File: src/rtl/key_filter_pkg.sv
// Shared definitions for the key_filter debouncer: the per-channel FSM
// state encoding and the widths of the debounce and long-press counters.
package key_filter_pkg;

    // HELD and RFILT both have bit 1 set, so that bit is the debounced level
    typedef enum logic [1:0] {
        IDLE  = 2'd0,
        PFILT = 2'd1,
        HELD  = 2'd2,
        RFILT = 2'd3
    } key_fsm_state_t;

    localparam int DEB_CNT_W  = 10;
    localparam int LONG_CNT_W = 11;

endpackage

File: src/rtl/key_filter_if.sv
// Bundle of the key_filter timebase strobe, raw key pins and per-key
// event outputs. The slave side is the debouncer; the master side is
// whoever supplies the keys and consumes the events.
interface key_filter_if #(
    parameter int KEY_NUM = 4
);
    logic               tick_1ms;
    logic [KEY_NUM-1:0] key_in;
    logic [KEY_NUM-1:0] key_state;
    logic [KEY_NUM-1:0] key_press;
    logic [KEY_NUM-1:0] key_release;
    logic [KEY_NUM-1:0] key_long;

    modport master (
        output tick_1ms,
        output key_in,
        input  key_state,
        input  key_press,
        input  key_release,
        input  key_long
    );

    modport slave (
        input  tick_1ms,
        input  key_in,
        output key_state,
        output key_press,
        output key_release,
        output key_long
    );
endinterface

File: src/rtl/key_fsm.sv
// One key channel: 2-flop synchroniser, debounce FSM, debounce counter and
// (when KEY_LONG_PRESS_EN is defined) the long-press counter. All outputs
// come straight from flops.
module key_fsm
    import key_filter_pkg::*;
#(
    parameter int DEBOUNCE_MS    = 20,
    parameter int LONG_MS        = 1000,
    parameter bit KEY_ACTIVE_LOW = 1'b1
) (
    input  logic clk,
    input  logic rst_n,
    input  logic tick_1ms,
    input  logic key_in,
    output logic key_state,
    output logic key_press,
    output logic key_release,
    output logic key_long
);

    localparam logic                 RELEASED_LVL = KEY_ACTIVE_LOW;
    localparam logic [DEB_CNT_W-1:0] DEB_LAST     = DEB_CNT_W'(DEBOUNCE_MS - 1);

    logic                 sync_q1;
    logic                 sync_q2;
    logic                 raw_pressed;
    key_fsm_state_t       state_q;
    key_fsm_state_t       state_d;
    logic [DEB_CNT_W-1:0] deb_cnt_q;
    logic [DEB_CNT_W-1:0] deb_cnt_d;
    logic                 press_q;
    logic                 press_d;
    logic                 release_q;
    logic                 release_d;

`ifdef KEY_LONG_PRESS_EN
    localparam logic [LONG_CNT_W-1:0] LONG_LAST = LONG_CNT_W'(LONG_MS - 1);
    localparam logic [LONG_CNT_W-1:0] LONG_SAT  = LONG_CNT_W'(LONG_MS);

    logic [LONG_CNT_W-1:0] long_cnt_q;
    logic [LONG_CNT_W-1:0] long_cnt_d;
    logic                  long_q;
    logic                  long_d;
`endif

    // Synchroniser starts at the released level so reset release never looks like a press
    always_ff @(posedge clk or negedge rst_n) begin
        if (!rst_n) begin
            sync_q1 <= RELEASED_LVL;
            sync_q2 <= RELEASED_LVL;
        end else begin
            sync_q1 <= key_in;
            sync_q2 <= sync_q1;
        end
    end

    assign raw_pressed = sync_q2 ^ KEY_ACTIVE_LOW;

    // Next-state logic: a raw change always beats a tick arriving in the same cycle
    always_comb begin
        state_d    = state_q;
        deb_cnt_d  = deb_cnt_q;
        press_d    = 1'b0;
        release_d  = 1'b0;
`ifdef KEY_LONG_PRESS_EN
        long_cnt_d = long_cnt_q;
        long_d     = 1'b0;
`endif
        case (state_q)
            IDLE: begin
                if (raw_pressed) begin
                    state_d   = PFILT;
                    deb_cnt_d = '0;
                end
            end
            PFILT: begin
                if (!raw_pressed) begin
                    state_d   = IDLE;
                    deb_cnt_d = '0;
                end else if (tick_1ms) begin
                    if (deb_cnt_q == DEB_LAST) begin
                        state_d    = HELD;
                        deb_cnt_d  = '0;
                        press_d    = 1'b1;
`ifdef KEY_LONG_PRESS_EN
                        long_cnt_d = '0;
`endif
                    end else begin
                        deb_cnt_d = deb_cnt_q + 1'b1;
                    end
                end
            end
            HELD: begin
                if (!raw_pressed) begin
                    state_d   = RFILT;
                    deb_cnt_d = '0;
                end
`ifdef KEY_LONG_PRESS_EN
                else if (tick_1ms && (long_cnt_q != LONG_SAT)) begin
                    long_cnt_d = long_cnt_q + 1'b1;
                    long_d     = (long_cnt_q == LONG_LAST);
                end
`endif
            end
            RFILT: begin
                if (raw_pressed) begin
                    state_d = HELD;
                end else if (tick_1ms) begin
                    if (deb_cnt_q == DEB_LAST) begin
                        state_d   = IDLE;
                        deb_cnt_d = '0;
                        release_d = 1'b1;
                    end else begin
                        deb_cnt_d = deb_cnt_q + 1'b1;
                    end
                end
            end
            default: begin
                state_d   = IDLE;
                deb_cnt_d = '0;
            end
        endcase
    end

    // State, counters and event pulses; reset drops everything to IDLE with no pulses
    always_ff @(posedge clk or negedge rst_n) begin
        if (!rst_n) begin
            state_q    <= IDLE;
            deb_cnt_q  <= '0;
            press_q    <= 1'b0;
            release_q  <= 1'b0;
`ifdef KEY_LONG_PRESS_EN
            long_cnt_q <= '0;
            long_q     <= 1'b0;
`endif
        end else begin
            state_q    <= state_d;
            deb_cnt_q  <= deb_cnt_d;
            press_q    <= press_d;
            release_q  <= release_d;
`ifdef KEY_LONG_PRESS_EN
            long_cnt_q <= long_cnt_d;
            long_q     <= long_d;
`endif
        end
    end

    assign key_state   = state_q[1];
    assign key_press   = press_q;
    assign key_release = release_q;
`ifdef KEY_LONG_PRESS_EN
    assign key_long    = long_q;
`else
    assign key_long    = 1'b0;
`endif

endmodule

File: src/rtl/key_filter.sv
// Multi-channel push-button debouncer: KEY_NUM independent key_fsm
// channels sharing the 1 ms tick. Long-press pulses are only generated
// when KEY_LONG_PRESS_EN is defined; otherwise key_long stays 0.
module key_filter
    import key_filter_pkg::*;
#(
    parameter int KEY_NUM        = 4,
    parameter int DEBOUNCE_MS    = 20,
    parameter int LONG_MS        = 1000,
    parameter bit KEY_ACTIVE_LOW = 1'b1
) (
    input  logic         clk,
    input  logic         rst_n,
    key_filter_if.slave  bus
);

    logic [KEY_NUM-1:0] state_vec;
    logic [KEY_NUM-1:0] press_vec;
    logic [KEY_NUM-1:0] release_vec;
    logic [KEY_NUM-1:0] long_vec;

    for (genvar i = 0; i < KEY_NUM; i++) begin : g_ch
        key_fsm #(
            .DEBOUNCE_MS    (DEBOUNCE_MS),
            .LONG_MS        (LONG_MS),
            .KEY_ACTIVE_LOW (KEY_ACTIVE_LOW)
        ) u_key_fsm (
            .clk         (clk),
            .rst_n       (rst_n),
            .tick_1ms    (bus.tick_1ms),
            .key_in      (bus.key_in[i]),
            .key_state   (state_vec[i]),
            .key_press   (press_vec[i]),
            .key_release (release_vec[i]),
            .key_long    (long_vec[i])
        );
    end

    assign bus.key_state   = state_vec;
    assign bus.key_press   = press_vec;
    assign bus.key_release = release_vec;
    assign bus.key_long    = long_vec;

endmodule

File: src/flat_wrapper.sv
// flat-port wrapper written by rule: the top's interface ports become plain ports
module key_filter_flat import key_filter_pkg::*;
#(
    parameter int KEY_NUM        = 4,
    parameter int DEBOUNCE_MS    = 20,
    parameter int LONG_MS        = 1000,
    parameter bit KEY_ACTIVE_LOW = 1'b1
)
  (clk, rst_n, bus_tick_1ms, bus_key_in, bus_key_state, bus_key_press, bus_key_release, bus_key_long);
  key_filter_if #(.KEY_NUM(KEY_NUM)) bus_i ();
  input  logic clk;
  input  logic rst_n;
  input wire logic [$bits(bus_i.tick_1ms)-1:0] bus_tick_1ms;
  input wire logic [$bits(bus_i.key_in)-1:0] bus_key_in;
  output wire logic [$bits(bus_i.key_state)-1:0] bus_key_state;
  output wire logic [$bits(bus_i.key_press)-1:0] bus_key_press;
  output wire logic [$bits(bus_i.key_release)-1:0] bus_key_release;
  output wire logic [$bits(bus_i.key_long)-1:0] bus_key_long;
  assign bus_i.tick_1ms = bus_tick_1ms;
  assign bus_i.key_in = bus_key_in;
  assign bus_key_state = bus_i.key_state;
  assign bus_key_press = bus_i.key_press;
  assign bus_key_release = bus_i.key_release;
  assign bus_key_long = bus_i.key_long;
  key_filter #(.KEY_NUM(KEY_NUM), .DEBOUNCE_MS(DEBOUNCE_MS), .LONG_MS(LONG_MS), .KEY_ACTIVE_LOW(KEY_ACTIVE_LOW)) u_core (.clk(clk), .rst_n(rst_n), .bus(bus_i));
endmodule
File: config.mk
export PLATFORM = sky130hd
export DESIGN_NAME = key_filter_flat
export DESIGN_NICKNAME = d
export VERILOG_FILES = /design/src/rtl/key_filter_pkg.sv /design/src/rtl/key_filter_if.sv /design/src/rtl/key_fsm.sv /design/src/rtl/key_filter.sv /design/src/flat_wrapper.sv
export SDC_FILE = /design/constraint.sdc
export NUM_CORES = 1
export LEC_CHECK = 0
export CAP_MARGIN = 20
export CORE_ASPECT_RATIO = 0.5
export CORE_MARGIN = 2
export CORE_UTILIZATION = 59
export DETAILED_ROUTE_END_ITERATION = 6
export HOLD_SLACK_MARGIN = 0.15
export PLACE_DENSITY = 0.83
export SLEW_MARGIN = 25
export SYNTH_ARGS = -nofsm -noshare
export SYNTH_HDL_FRONTEND = slang
export SYNTH_HIERARCHICAL = 1
export SYNTH_SLANG_ARGS = --single-unit
File: constraint.sdc
create_clock -name clk -period 2 [get_ports clk]
set_input_delay 0.4 -clock clk [delete_from_list [all_inputs] [get_ports clk]]
set_output_delay 0.4 -clock clk [all_outputs]
set_load 0.05 [all_outputs]
# After elaboration in Yosys (flattened, before gate mapping)

Index checks and enable logic that the tools add are counted.

Register bits: 64
Output and inout bits: 16
Word-level logic and storage cells: 172

Add/sub/neg operators: 4
Equality and inequality tests: 44
Multiplexer cells: 88
Reduce and logical (&&, ||, !) cells: 12

Operators with widths:

| operator                                                                | number |
|---|---|
| 10-bit two-way mux                                                      | 24 |
| 10-bit one-hot mux with 4 select lines                                  | 4 |
| 2-bit two-way mux                                                       | 32 |
| 3-bit inequality test (second input constant)                           | 16 |
| 10-bit by 1-bit adder with 10-bit output (second input constant)        | 4 |
| 10-bit by 5-bit equality test with 1-bit output (second input constant) | 4 |
| 2-bit one-hot mux with 4 select lines                                   | 4 |
| 1-bit two-way mux                                                       | 24 |
| 2-bit inequality test (second input constant)                           | 12 |
| 6-bit AND reduction                                                     | 4 |
| 2-bit equality test (second input constant)                             | 8 |
| 3-bit AND reduction                                                     | 4 |
| 2-bit by 1-bit equality test with 1-bit output (second input constant)  | 4 |
| 2-bit logical NOT                                                       | 4 |

# Logic depth before layout (Yosys ltp)

Depth after elaboration: 5
Depth in mapped cells: 5
Gate-level depth less buffers: 5

# Modules after synthesis

The synthesis kept the hierarchy.

By module, submodules not included:

| module                                 | times used | cells an instance | area each (sq um) |
|---|---|---|---|
| key_fsm (u_core.g_ch[0].u_key_fsm ...) | 3          | 80                | 834.6 |
| key_fsm (u_core.g_ch[3].u_key_fsm)     | 1          | 82                | 875.8 |

# Worst setup path after synthesis

Ideal clock, no wire load.

Path type: register to register
From: register with a tool-made name
To: register u_core.g_ch[0].u_key_fsm.deb_cnt_q[0]
Setup time: 0.126 ns
Data arrival time: 1.576 ns
Data required time: 1.874 ns
Setup slack: 0.298 ns
Stages on the path, launching flop included: 5
Path buffers: 0
Clock period less this slack: 1.702 ns
Path through: dfrtp_1 nor3b_1 or3_1 o21ai_4 nor2_1

RTL lines:

| what                 | line           | source |
|---|---|---|
| to (signal assigned) | key_fsm.sv:138 | `deb_cnt_q <= deb_cnt_d;` |
| to (decl)            | key_fsm.sv:29  | `logic [DEB_CNT_W-1:0] deb_cnt_q;` |

# Worst setup path after layout

From: register u_core.g_ch[0].u_key_fsm.press_q
To: output bus_key_press[0]

RTL lines:

| what                   | line               | source |
|---|---|---|
| from (decl)            | key_fsm.sv:31      | `logic press_q;` |
| from (signal assigned) | key_fsm.sv:139     | `press_q <= press_d;` |
| to (decl)              | flat_wrapper.sv:16 | `output wire logic [$bits(bus_i.key_press)-1:0] bus_key_press;` |

No word-level cell between the ends.

==> impl_metrics.toml <==
[detailed_routing]
vias_per_cell = 5.77
firstDrtPassIters = 4
routed_wl_um = 6660
num_vias = 2494
first_iter_violations = 123
drc = 0
wire_per_inst_um = 15.4
ant_nets = 0

[power]
peakVddDrop_mv = 0.643
leakagePower_uw = 0.00174
power_uw = 3280
powerDensity_nw_per_um2 = 823

[timing]
min_period_over_period_pct = 93.0
drv_slew = 0
setup_viol = 0
tightest_slew_ns = 0.532
rsz0062_at_grt = "no"
skew_ns = 0.00617
max_freq_mhz = 538
max_slew_margin_pct = 64.7
final-hold-violation-count = 0
period_minus_slack_ns = 1.86

[cells_and_area]
post-route-util_pct = 72.3
fin_nets = 365
num_antenna_cells = 0
design_area_um2 = 3990
drive_above_1_share_pct = 19.5
final_cell_mix = "56 x dfrtp_1, 28 x nor2_1, 23 x nand2_1"
syn2layout_area_growth_pct = 17.9
layout_commonest_cell = "dfrtp_1"
fillerInstances = 372

[grt]
grt_overflow = 0
grt_util_all_layers_pct = 23.8
grt_start_max_net_pins = 65
grt_pass1_wl_um = 11800
grt_pass1_vias = 2567
antenna_found_initial = 0

[logic_synthesis]
synthDistinctLibCells = 46
synth-seq-cells = 64
synthesis.nets = 333
ys_seq_area_share_pct = 47.7
syn_avg_cell_area_um2 = 10.5
synthCells = 322
synth_async_sr_flop_share_pct = 100
yosysWarnings = 6
synth_edf_count = 0
synthFlopType = "dfrtp_1"
netlist_area_um2 = 3380

[clock_network]
numCtsBuffers = 9
cts_tree = "done"
post-cts-setup-buffers = 0
cts_buffer_depth = 2
clkSinkCount = 64
worstSkewPairLatency_ns = 0.33
path_clk_slew_ns = 0.05
ctsHtreeMaxLevel = 3
cts_root_buf = "clkbuf_16"

[hold_path]
hold_class = "reg2reg"
min_path_cells = 0
min_to = "u_core/g_ch[2].u_key_fsm/sync_q2"
hp-start = "u_core/g_ch[2].u_key_fsm/sync_q1"

[setup_path]
start_kind = "register"
crit_path_top_delay_cell = "clkdlybuf4s50_1"
r2r_cells = 4
path_buf_inv = 1
rr_endpoint = "u_core/g_ch[3].u_key_fsm/deb_cnt_q[9]"
setup.worst_path.class = "reg2out"
path_cells = "clkdlybuf4s50_1"
critPathMaxFanout = 1
rrSetupSlack_ns = 0.28
max_stage_delay_ns = 0.80
crit_required_ns = 1.60
crit_family = "buffers and inverters"
endpoint_kind = "output pin"
r2r_start = "u_core/g_ch[3].u_key_fsm/sync_q2"
cp.arrival_ns = 1.46

[floorplanning]
die_w_um = 111
die_y_um = 57.5
die_area_um2 = 6390
ios = 23
initial_core_util_pct = 61.3
fp.coreArea_um2 = 5520
rows = 19

[placement]
dp_hpwl_um = 4450
numPortBuffers = 18
dpl_cell_area_um2 = 3660
place.gp.congestion = 0.831

[run]
drv_cap = 0

[status]
status = "completed"
## logic make-up after synthesis
group / share of synthesized area [%]
and+or+nand+nor: 30.6
DFF: 47.7
AOI/OAI and AO/OA: 7.48
xor gates and xnor gates: 5.70
buffers and inverters: 3.67
muxes: 2.96
adders and majority gates: 1.48
other: 0.444
## report_power, final
| group | total (uW) | switching (uW) | internal [uW] | leakage [uW] |
|---|---|---|---|---|
| combinational | 224 | 131 | 92.3 | 0.000754 |
| sequential | 1420 | 61.8 | 1350 | 0.000835 |
| clock | 1640 | 550 | 1090 | 0.000150 |
## metal layers
metal	vias to the layer above	share of wire (%)	track usage (%)	wire [um]
li1	1207	-	-	-
met1	1229	44	26.9	2920
met2	45	50	41.9	3330
met3	13	4.3	8.50	284
met4	0	1.9	10.4	127
met5	-	0	0	0
## registers in the layout, summed over array words and instances (netlist names), named ones only
register                           cells
u_core/g_ch.u_key_fsm/deb_cnt_q       40
u_core/g_ch.u_key_fsm/key_press        4
u_core/g_ch.u_key_fsm/key_release      4
u_core/g_ch.u_key_fsm/state_q          4
u_core/g_ch.u_key_fsm/sync_q1          4
u_core/g_ch.u_key_fsm/sync_q2          4
## worst max-delay path by stage
stage | start | end | slack, ns | cells past startpoint
after CTS | u_core/g_ch[0].u_key_fsm/key_press | bus_key_press[0] | 0.12 | 1
after global routing | u_core/g_ch[0].u_key_fsm/key_press | bus_key_press[0] | 0.09 | 1
final | u_core/g_ch[0].u_key_fsm/key_press | bus_key_press[0] | 0.14 | 1
after global placement | bus_tick_1ms | u_core/g_ch[0].u_key_fsm/deb_cnt_q[0] | -0.02 | 6
after detailed placement | bus_tick_1ms | u_core/g_ch[0].u_key_fsm/deb_cnt_q[6] | -0.08 | 6
after floorplan | register | u_core/g_ch[0].u_key_fsm/deb_cnt_q[0] | 0.30 | 4
## layout make-up
type | instances | area [um^2] | share of cell area, %
multi-input combinational | 236 | 1640 | 41.3
sequential | 64 | 1610 | 40.4
timing repair buffer | 31 | 279 | 7.00
clock buffer | 11 | 233 | 5.84
tap | 73 | 91.3 | 2.29
clock inverter | 5 | 81.3 | 2.04
inverter | 12 | 45.0 | 1.13
## stage by stage
stage | setup slack (ns) | TNS (ns) | std cells | hold WS [ns]
global route | 0.0931 | 0 | 432 | 0.358
global placement | -0.0182 | -0.235 | 415 | 0.346
CTS | 0.119 | 0 | 432 | 0.354
detailed placement | -0.0798 | -1.75 | 415 | 0.347
floorplan | 0.298 | 0 | 322 | 0.104
finish | 0.140 | 0 | 432 | 0.355
## repair_timing
item,in CTS,in global routing
endpoints found under the setup margin,1,0
gates resized for setup,1,0
hold buffers,1,0
hold endpoints to repair,56,0
## Yosys cell counts (6+ instances only)
cell / n / share of area [%]
a21oi_1: 18 / 2.7
xnor2_1: 9 / 2.3
nor4_1: 6 / 1.1
dfstp_2: 8 / 6.2
o21ai_0: 11 / 1.6
buf_4: 9 / 2.0
nor3b_1: 7 / 1.6
mux2i_1: 10 / 3.0
nor2_1: 28 / 3.1
nand2_1: 23 / 2.6
and3_2: 7 / 1.6
inv_1: 12 / 1.3
or3_1: 13 / 2.4
dfrtp_1: 56 / 41
nand3_1: 16 / 2.4
nand4_1: 8 / 1.5
xor2_1: 13 / 3.4
No activity file was read; power rests on OpenSTA's default activity.
